**src/rtl/seq_sched_pkg.sv**
```systemverilog
// seq_sched_pkg: shared types and helpers for the seq_sched scheduler.
//   state_t  - scheduler FSM states (3-bit encoding)
//   ID_W_MAX - width of a requester id at the largest supported NREQ
//   rr_pick  - round-robin search: first set valid bit after ptr, modulo n
package seq_sched_pkg;

  typedef enum logic [2:0] {
    IDLE  = 3'd0,
    CLR   = 3'd1,
    SHIFT = 3'd2,
    DRAIN = 3'd3,
    RESP  = 3'd4
  } state_t;

  localparam int unsigned NREQ_MAX = 8;
  localparam int unsigned ID_W_MAX = $clog2(NREQ_MAX);

  typedef struct packed {
    logic                found;
    logic [ID_W_MAX-1:0] idx;
  } pick_t;

  // Searches ptr+1, ptr+2, ... wrapping at n; first valid requester wins.
  function automatic pick_t rr_pick(input logic [NREQ_MAX-1:0] valid,
                                    input int unsigned          n,
                                    input int unsigned          ptr);
    pick_t       r;
    int unsigned c;
    r = '0;
    for (int unsigned k = 1; k <= NREQ_MAX; k++) begin
      if (k <= n) begin
        c = ptr + k;
        if (c >= n) c = c - n;
        if (!r.found && valid[c[ID_W_MAX-1:0]]) begin
          r.found = 1'b1;
          r.idx   = c[ID_W_MAX-1:0];
        end
      end
    end
    return r;
  endfunction

endpackage

```
**src/rtl/seq_sched_rr_arb.sv**
```systemverilog
// seq_sched_rr_arb: combinational NREQ-wide round-robin arbiter.
// Ports:
//   req_valid - per-requester request
//   ptr       - id of the last granted requester (search starts at ptr+1)
//   grant     - one-hot grant, all zero when nobody requests
//   gnt_id    - encoded id of the granted requester (0 when none)
module seq_sched_rr_arb
  import seq_sched_pkg::*;
#(
  parameter int unsigned NREQ = 2,
  parameter int unsigned ID_W = 1
) (
  input  logic [NREQ-1:0] req_valid,
  input  logic [ID_W-1:0] ptr,
  output logic [NREQ-1:0] grant,
  output logic [ID_W-1:0] gnt_id
);

  logic [NREQ_MAX-1:0] valid_ext;
  pick_t               pick;

  always_comb begin
    valid_ext             = '0;
    valid_ext[NREQ-1:0]   = req_valid;
    pick                  = rr_pick(valid_ext, NREQ, 32'(ptr));
    grant                 = '0;
    for (int unsigned i = 0; i < NREQ; i++) begin
      grant[i] = pick.found && (32'(pick.idx) == i);
    end
    gnt_id = ID_W'(pick.idx);
  end

endmodule

```
**src/rtl/seq_sched.sv**
```systemverilog
// seq_sched: round-robin scheduler sharing one serial sequence detector
// between NREQ requesters. A granted word is framed as CLR (detector clear),
// WORD_W SHIFT cycles, one DRAIN cycle, then a RESP handshake carrying the
// saturating count of z-high samples and the owner id.
// Ports:
//   clk, rst            - clock, asynchronous active-high reset
//   req_valid/req_data  - per-requester word offer (word i at [i*WORD_W +: WORD_W])
//   req_ready           - one-hot accept, combinational, only in IDLE
//   det_x, det_clr      - registered detector drive
//   det_z               - detector Moore output for the previous bit
//   rsp_valid/rsp_ready - response handshake; rsp_id, rsp_hits held in RESP
//   busy                - high outside IDLE
// Build option: define SEQ_SCHED_LSB_FIRST_EN to shift bit 0 first instead of MSB first.
module seq_sched
  import seq_sched_pkg::*;
#(
  parameter int unsigned NREQ   = 2,
  parameter int unsigned WORD_W = 4,
  parameter int unsigned CNT_W  = 3
) (
  input  logic                     clk,
  input  logic                     rst,
  input  logic [NREQ-1:0]          req_valid,
  input  logic [NREQ*WORD_W-1:0]   req_data,
  output logic [NREQ-1:0]          req_ready,
  output logic                     det_x,
  output logic                     det_clr,
  input  logic                     det_z,
  output logic                     rsp_valid,
  input  logic                     rsp_ready,
  output logic [$clog2(NREQ)-1:0]  rsp_id,
  output logic [CNT_W-1:0]         rsp_hits,
  output logic                     busy
);

  localparam int unsigned ID_W  = $clog2(NREQ);
  localparam int unsigned IDX_W = (WORD_W > 1) ? $clog2(WORD_W) : 1;

  state_t              state_q;
  logic [ID_W-1:0]     ptr_q;
  logic [ID_W-1:0]     id_q;
  logic [WORD_W-1:0]   word_q;
  logic [IDX_W-1:0]    idx_q;
  logic [CNT_W-1:0]    hits_q;
  logic                det_x_q;
  logic                det_clr_q;
  logic                rsp_valid_q;

  logic [NREQ-1:0]     grant;
  logic [ID_W-1:0]     gnt_id;
  logic [WORD_W-1:0]   sel_word;
  logic [WORD_W-1:0]   word_d;
  logic                bit_d;
  logic [CNT_W-1:0]    hits_d;

  seq_sched_rr_arb #(
    .NREQ (NREQ),
    .ID_W (ID_W)
  ) u_arb (
    .req_valid (req_valid),
    .ptr       (ptr_q),
    .grant     (grant),
    .gnt_id    (gnt_id)
  );

  // Gated by rst so no accept is advertised while reset is held.
  assign req_ready = (state_q == IDLE && !rst) ? grant : '0;

  always_comb begin
    sel_word = '0;
    for (int unsigned i = 0; i < NREQ; i++) begin
      if (grant[i]) sel_word = req_data[i*WORD_W +: WORD_W];
    end
  end

  // The word register doubles as the shift register; the outgoing bit is
  // always taken from the same end.
`ifdef SEQ_SCHED_LSB_FIRST_EN
  assign bit_d  = word_q[0];
  assign word_d = word_q >> 1;
`else
  assign bit_d  = word_q[WORD_W-1];
  assign word_d = word_q << 1;
`endif

  assign hits_d = (det_z && hits_q != '1) ? hits_q + 1'b1 : hits_q;

  always_ff @(posedge clk or posedge rst) begin
    if (rst) begin
      state_q     <= IDLE;
      ptr_q       <= ID_W'(NREQ-1);
      id_q        <= '0;
      word_q      <= '0;
      idx_q       <= '0;
      hits_q      <= '0;
      det_x_q     <= 1'b0;
      det_clr_q   <= 1'b0;
      rsp_valid_q <= 1'b0;
    end else begin
      case (state_q)
        IDLE: begin
          det_x_q   <= 1'b0;
          det_clr_q <= 1'b0;
          if (|grant) begin
            word_q    <= sel_word;
            id_q      <= gnt_id;
            ptr_q     <= gnt_id;
            hits_q    <= '0;
            det_clr_q <= 1'b1;
            state_q   <= CLR;
          end
        end
        CLR: begin
          det_clr_q <= 1'b0;
          det_x_q   <= bit_d;
          word_q    <= word_d;
          idx_q     <= '0;
          state_q   <= SHIFT;
        end
        SHIFT: begin
          // z in the first SHIFT cycle still reflects the cleared detector.
          if (idx_q != '0) hits_q <= hits_d;
          if (idx_q == IDX_W'(WORD_W-1)) begin
            det_x_q <= 1'b0;
            state_q <= DRAIN;
          end else begin
            det_x_q <= bit_d;
            word_q  <= word_d;
            idx_q   <= idx_q + 1'b1;
          end
        end
        DRAIN: begin
          hits_q      <= hits_d;
          rsp_valid_q <= 1'b1;
          state_q     <= RESP;
        end
        RESP: begin
          if (rsp_ready) begin
            rsp_valid_q <= 1'b0;
            state_q     <= IDLE;
          end
        end
        default: begin
          state_q     <= IDLE;
          det_x_q     <= 1'b0;
          det_clr_q   <= 1'b0;
          rsp_valid_q <= 1'b0;
        end
      endcase
    end
  end

  assign det_x     = det_x_q;
  assign det_clr   = det_clr_q;
  assign rsp_valid = rsp_valid_q;
  assign rsp_id    = id_q;
  assign rsp_hits  = hits_q;
  assign busy      = (state_q != IDLE);

endmodule

```
**config.mk**
```make
export PLATFORM = sky130hd
export DESIGN_NAME = seq_sched
export DESIGN_NICKNAME = d
export VERILOG_FILES = /design/src/rtl/seq_sched_pkg.sv /design/src/rtl/seq_sched_rr_arb.sv /design/src/rtl/seq_sched.sv
export SDC_FILE = /design/constraint.sdc
export NUM_CORES = 1
export LEC_CHECK = 0
export ABC_AREA = 1
export CORE_MARGIN = 10
export CORE_UTILIZATION = 35
export CTS_CLUSTER_DIAMETER = 200
export DETAILED_ROUTE_END_ITERATION = 6
export GPL_ROUTABILITY_DRIVEN = 0
export HOLD_SLACK_MARGIN = 0.02
export MAX_ROUTING_LAYER = met4
export PLACE_DENSITY = 0.61
export SLEW_MARGIN = 20
export SYNTH_ARGS = -nofsm -noshare
export SYNTH_HDL_FRONTEND = slang
export SYNTH_SLANG_ARGS = --single-unit
```
**constraint.sdc**
```tcl
create_clock -name clk -period 2.86 [get_ports clk]
set_input_delay 0.715 -clock clk [delete_from_list [all_inputs] [get_ports clk]]
set_output_delay 0.715 -clock clk [all_outputs]
set_load 0.05 [all_outputs]
```
# --- Word level (Yosys, flattened, before mapping) ---
# Index checks and enable logic that the tools add are counted.
# Widths: inputs -> output; s select.
word_totals:
  register_bits: 17
op_classes:
  n_lt_le_gt_ge: 4
  reduce_logical: 24
  n_mux: 30
  bitwise: 1
  eq_ne: 12
  n_addsub: 6
ops:
  columns: ["operator", "count"]
  rows:
  - ["$ge 32x2->1 const B", 2]
  - ["$mux 3", 8]
  - ["$mux 4", 6]
  - ["$pmux 3 s5", 1]
  - ["$pmux 4 s3", 1]
  - ["$pmux 3 s3", 1]
  - ["$reduce_and 3->1", 3]
  - ["$reduce_bool 3->1", 3]
  - ["$lt 3x4->1 const B", 2]
  - ["$ne 2x2->1 const B", 4]
  - ["$bmux 1 s3", 2]
  - ["$eq 3x1->1 const B", 2]
  - ["$eq 3x2->1 const B", 2]
  - ["$logic_not 3->1", 2]
  - ["$pmux 1 s3", 2]
  - ["$reduce_and 2->1", 3]
  - ["$reduce_or 3->1", 2]
  - ["$sub 3x2->3 const B", 2]
  - ["$logic_and 1x1->1", 5]
  - ["$mux 1", 5]
  - ["$mux 2", 2]
  - ["$pmux 2 s2", 1]
  - ["$reduce_bool 2->1", 2]
  - ["$reduce_or 2->1", 2]
  - ["11 further kinds", 12]

# --- Logic depth before layout (Yosys ltp) ---
logic_depth:
  word_depth: 15
  depth_mapped: 8
  mapped_depth_nobuf: 8

# --- Hierarchy ---
# Synthesis repeated with hierarchy kept, for this count alone.
unflattened:
  hier_cells: 135
  area_unflattened_um2: 984.7
by_module_without_submodules:
  columns: ["module", "cells_per_inst", "instances", "area_each_um2", "seq_area_each_um2"]
  rows:
  - ["seq_sched", 129, 1, 959.7, 426.7]
  - ["seq_sched_rr_arb", 6, 1, 25.0, 0.0]

# --- Worst setup path after synthesis ---
# OpenSTA, ideal clock, no wires.
synth_path:
  path_type: "reg2out"
  start: "register state_q[0]"
  end: "output port req_ready[0]"
  stages_incl_launch_ff: 6
  arrival_time_ns: 1.766
  setup_slack_ns: 0.379
  t_required_ns: 2.145
  path_cell_list: "dfrtp_1 -> inv_2 -> nand3_2 -> nor2_1 -> inv_1 -> nor3_2"
synth_between:
  elab_chain_cells: 3
synth_rtl:
  columns: ["item", "line_no", "source"]
  rows:
  - ["from (decl)", "seq_sched.sv:39", "state_t state_q;"]
  - ["from (signal assigned)", "seq_sched.sv:90", "state_q <= IDLE;"]
  - ["from (signal assigned)", "seq_sched.sv:110", "state_q <= CLR;"]
  - ["from (signal assigned)", "seq_sched.sv:118", "state_q <= SHIFT;"]
  - ["$logic_not 3->1", "seq_sched.sv:67", "assign req_ready = (state_q == IDLE && !rst) ? grant : '0;"]
  - ["$logic_and 1x1->1", "seq_sched.sv:67", null]
  - ["$mux 2", "seq_sched.sv:67", null]
  - ["to (decl)", "seq_sched.sv:25", "output logic [NREQ-1:0] req_ready,"]
# Every way passes these cells.

# --- Worst setup path after layout ---
layout_path:
  start: "input port req_valid[1]"
  end: "output port req_ready[0]"
layout_between:
  elab_chain_cells: 9
layout_rtl:
  columns: ["item", "line_no", "source"]
  rows:
  - ["from (decl)", "seq_sched.sv:23", "input logic [NREQ-1:0] req_valid,"]
  - ["$bmux 1 s3", "seq_sched_pkg.sv:34", "if (!r.found && valid[c[ID_W_MAX-1:0]]) begin"]
  - ["$mux 1 (implied by the code)", "seq_sched_pkg.sv:34", null]
  - ["$mux 4", "seq_sched_pkg.sv:34", null]
  - ["$logic_not 1->1", "seq_sched_pkg.sv:34", null]
  - ["$logic_and 1x1->1", "seq_sched_pkg.sv:34", null]
  - ["$mux 4 *", "seq_sched_pkg.sv:34", null]
  - ["$logic_not 3->1", "seq_sched_rr_arb.sv:28", "grant[i] = pick.found && (32'(pick.idx) == i);"]
  - ["$logic_and 1x1->1 *", "seq_sched_rr_arb.sv:28", null]
  - ["$mux 2 *", "seq_sched.sv:67", null]
# Every way passes the cells marked *; elsewhere a longest branch is shown, timed or not. The select of a mux whose other input is x is not followed.

==> impl_metrics.py <==
metrics = {
    "synth": {
        "synth_top_area_share_pct": 40.0,
        "avgSynthCellArea_um2": 7.31,
        "ys_ff_latch": 17,
        "yosys_warnings": 0,
        "synth_cells": 137,
        "synth-seq-area-share_pct": 42.6,
        "synth.distinct_cells": 18,
        "syn_nets": 155,
        "ys_top_cells_by_area": "dfrtp_1 40%, nand2_1 18%, inv_1 6.8%",
        "synth_top_cell_by_area": "dfrtp_1",
        "syn_area_um2": 1000,
    },
    "power": {
        "leakagePower_nw": 0.711,
        "p_total_mw": 1.50,
        "ir_worst_vdd_mv": 0.597,
        "p_per_area_nw_per_um2": 1120,
    },
    "global_routing": {
        "grtUsageTotal_pct": 9.20,
        "grt_pass1_wl_um": 3990,
        "antenna_found_initial": 0,
        "overflow": 0,
        "grt_max_degree": 18,
        "grt_pass1_vias": 950,
    },
    "sta": {
        "fin_crit_ps": 2760,
        "finalMaxSlewViolations": 0,
        "rsz0062_at_grt": "no",
        "setup_viol": 0,
        "clock.fmax_mhz": 362,
        "worst_slack_ps": 99.8,
        "hold_viol_final": 0,
        "period_share_pct": 96.5,
        "worst_slew_pin_slew_ps": 673,
        "relSlewSlack_pct": 55.1,
        "fin_setup_tns_ps": 0,
        "fin_skew_ps": 1.62,
    },
    "clock_tree": {
        "clock_path_buffers": 2,
        "clk_pin_slew_worst_paths_ps": 100,
        "insertion_delay_ps": 280,
        "holdBufCountCts": 0,
        "cts-root-buf": "clkbuf_4",
        "htreeDepth": 1,
        "cts.sinks": 17,
        "cts_tree": "built",
        "cts_buffers": 3,
    },
    "detailed_routing": {
        "routed_wl_um": 2270,
        "antenna_left": 0,
        "drcViolationCount": 0,
        "vias_per_cell": 4.62,
        "dr.pass1.iters": 4,
        "wl_per_cell_um": 11.6,
        "drtIter0Drc": 44,
        "via_count": 905,
    },
    "finish": {
        "drive_gt1_share_pct": 13.9,
        "syn_to_final_growth_pct": 33.0,
        "n_antenna_cell": 0,
        "layout_commonest_cell": "nand2_1",
        "layout_common_cells": "47 x nand2_1, 20 x clkdlybuf4s50_1, 18 x inv_1",
        "fill_cells": 281,
        "nets": 184,
    },
    "worst_setup_path": {
        "cp.arrival_ps": 2050,
        "cp_data_required_time_ps": 2140,
        "rr_startpoint": "rsp_hits[0]",
        "r2r_slack_ps": 1480,
        "worstPathMaxFanout": 3,
        "r2r_cells": 8,
        "startpoint_type": "input pin",
        "cp-end-kind": "output port",
        "critPathKind": "input pin to output port",
        "worstReg2RegEnd": "rsp_hits[1]",
    },
    "job": {
        "cap_violations": 0,
    },
    "floorplan": {
        "die-width_um": 73.5,
        "die_h_um": 73.5,
        "die_area_um2": 5400,
        "ios": 24,
        "start_util_pct": 36.6,
        "row_count": 19,
        "core_area_um2": 2730,
    },
    "min_path": {
        "min_to": "rsp_id",
        "hold_class": "flop to flop",
        "min-delay-start": "rsp_id",
        "worst_hold_path.num_cells": 2,
    },
    "place": {
        "portBuffers": 23,
        "dpl.hpwl_um": 1870,
        "pre_cts_slack_ps": 70.7,
    },
    "run_status": {
        "outcome": "finished clean",
    },
}
## sequential cells by signal, indices dropped and copies added (netlist names)
register   cells
rsp_hits       3
state_q        3
rsp_id         1
det_x          1
ptr_q          1
word_q         4
rsp_valid      1
idx_q          2
det_clr        1
## worst max-delay path: stages
cell	delay, ps
clkdlybuf4s50_1	500
inv_1	70
nand2_1	60
nor2_1	60
nor2_1	130
inv_1	90
nor3_2	210
clkbuf_16	200
## worst max-delay path by stage
stage / from / endpoint / slack, ps / depth (start not counted)
after floorplan: state_q[0] / req_ready[0] / 380 / 5
after global placement: req_valid[0] / req_ready[0] / 150 / 8
after detailed placement: req_valid[0] / req_ready[0] / 70 / 8
after CTS: req_valid[0] / req_ready[0] / 70 / 8
after global routing: req_valid[1] / req_ready[0] / 50 / 8
final: req_valid[1] / req_ready[0] / 100 / 8
## stage by stage
stage / hold slack, ps / cell area (um^2) / utilization (%) / std cells
after floorplan: 449 / 1000 / - / 137
after CTS: 496 / 1320 / 48.1 / 195
after detailed placement: 471 / 1290 / 47.2 / 191
after global placement: 464 / 1290 / 47.2 / 191
final: 490 / 1330 / 48.7 / 196
after global routing: 520 / 1330 / 48.7 / 196
## where the power goes
group / internal (mW) / leakage, nW / switching [mW] / total [mW]
Combinational: 0.327 / 0.479 / 0.613 / 0.940
Sequential: 0.350 / 0.217 / 0.0756 / 0.426
Clock: 0.0541 / 0.0150 / 0.0755 / 0.130
## Yosys cell counts (all sizes together)
master,count
dfstp,1
or2,2
nor3,1
a21oi,1
nand2,51
o21ai,8
nor2,17
dfrtp,16
inv,23
nand3,13
ha,4
## repair_timing
| action | 4_1_cts | 5_1_grt |
|---|---|---|
| gates resized for setup | 0 | 2 |
| endpoints found under the setup margin | 0 | 1 |
| setup buffers | 0 | 1 |
## cell type report
type                            instances  area, um^2  share of cell area (%)
Multi-Input combinational cell         97         488                    36.7
Sequential cell                        17         427                    32.0
Timing Repair Buffer                   24         265                    19.9
Inverter                               23        86.3                    6.48
Tap cell                               31        38.8                    2.91
Clock buffer                            4        26.3                    1.97
## routing by layer
metal	global-route usage [%]	routed length [um]	up-vias
met5	-	0	-
met4	3.11	10	0
met3	2.15	92	2
met2	15.2	1150	15
met1	10.6	1010	415
li1	-	-	473
## kinds of logic after synthesis
family	share of synthesized area [%]
fa+ha+maj	5.00
simple gates	39.3
compound gates	4.50
buf+inv	8.62
flops	42.6
(Power assumes the default switching activity.)
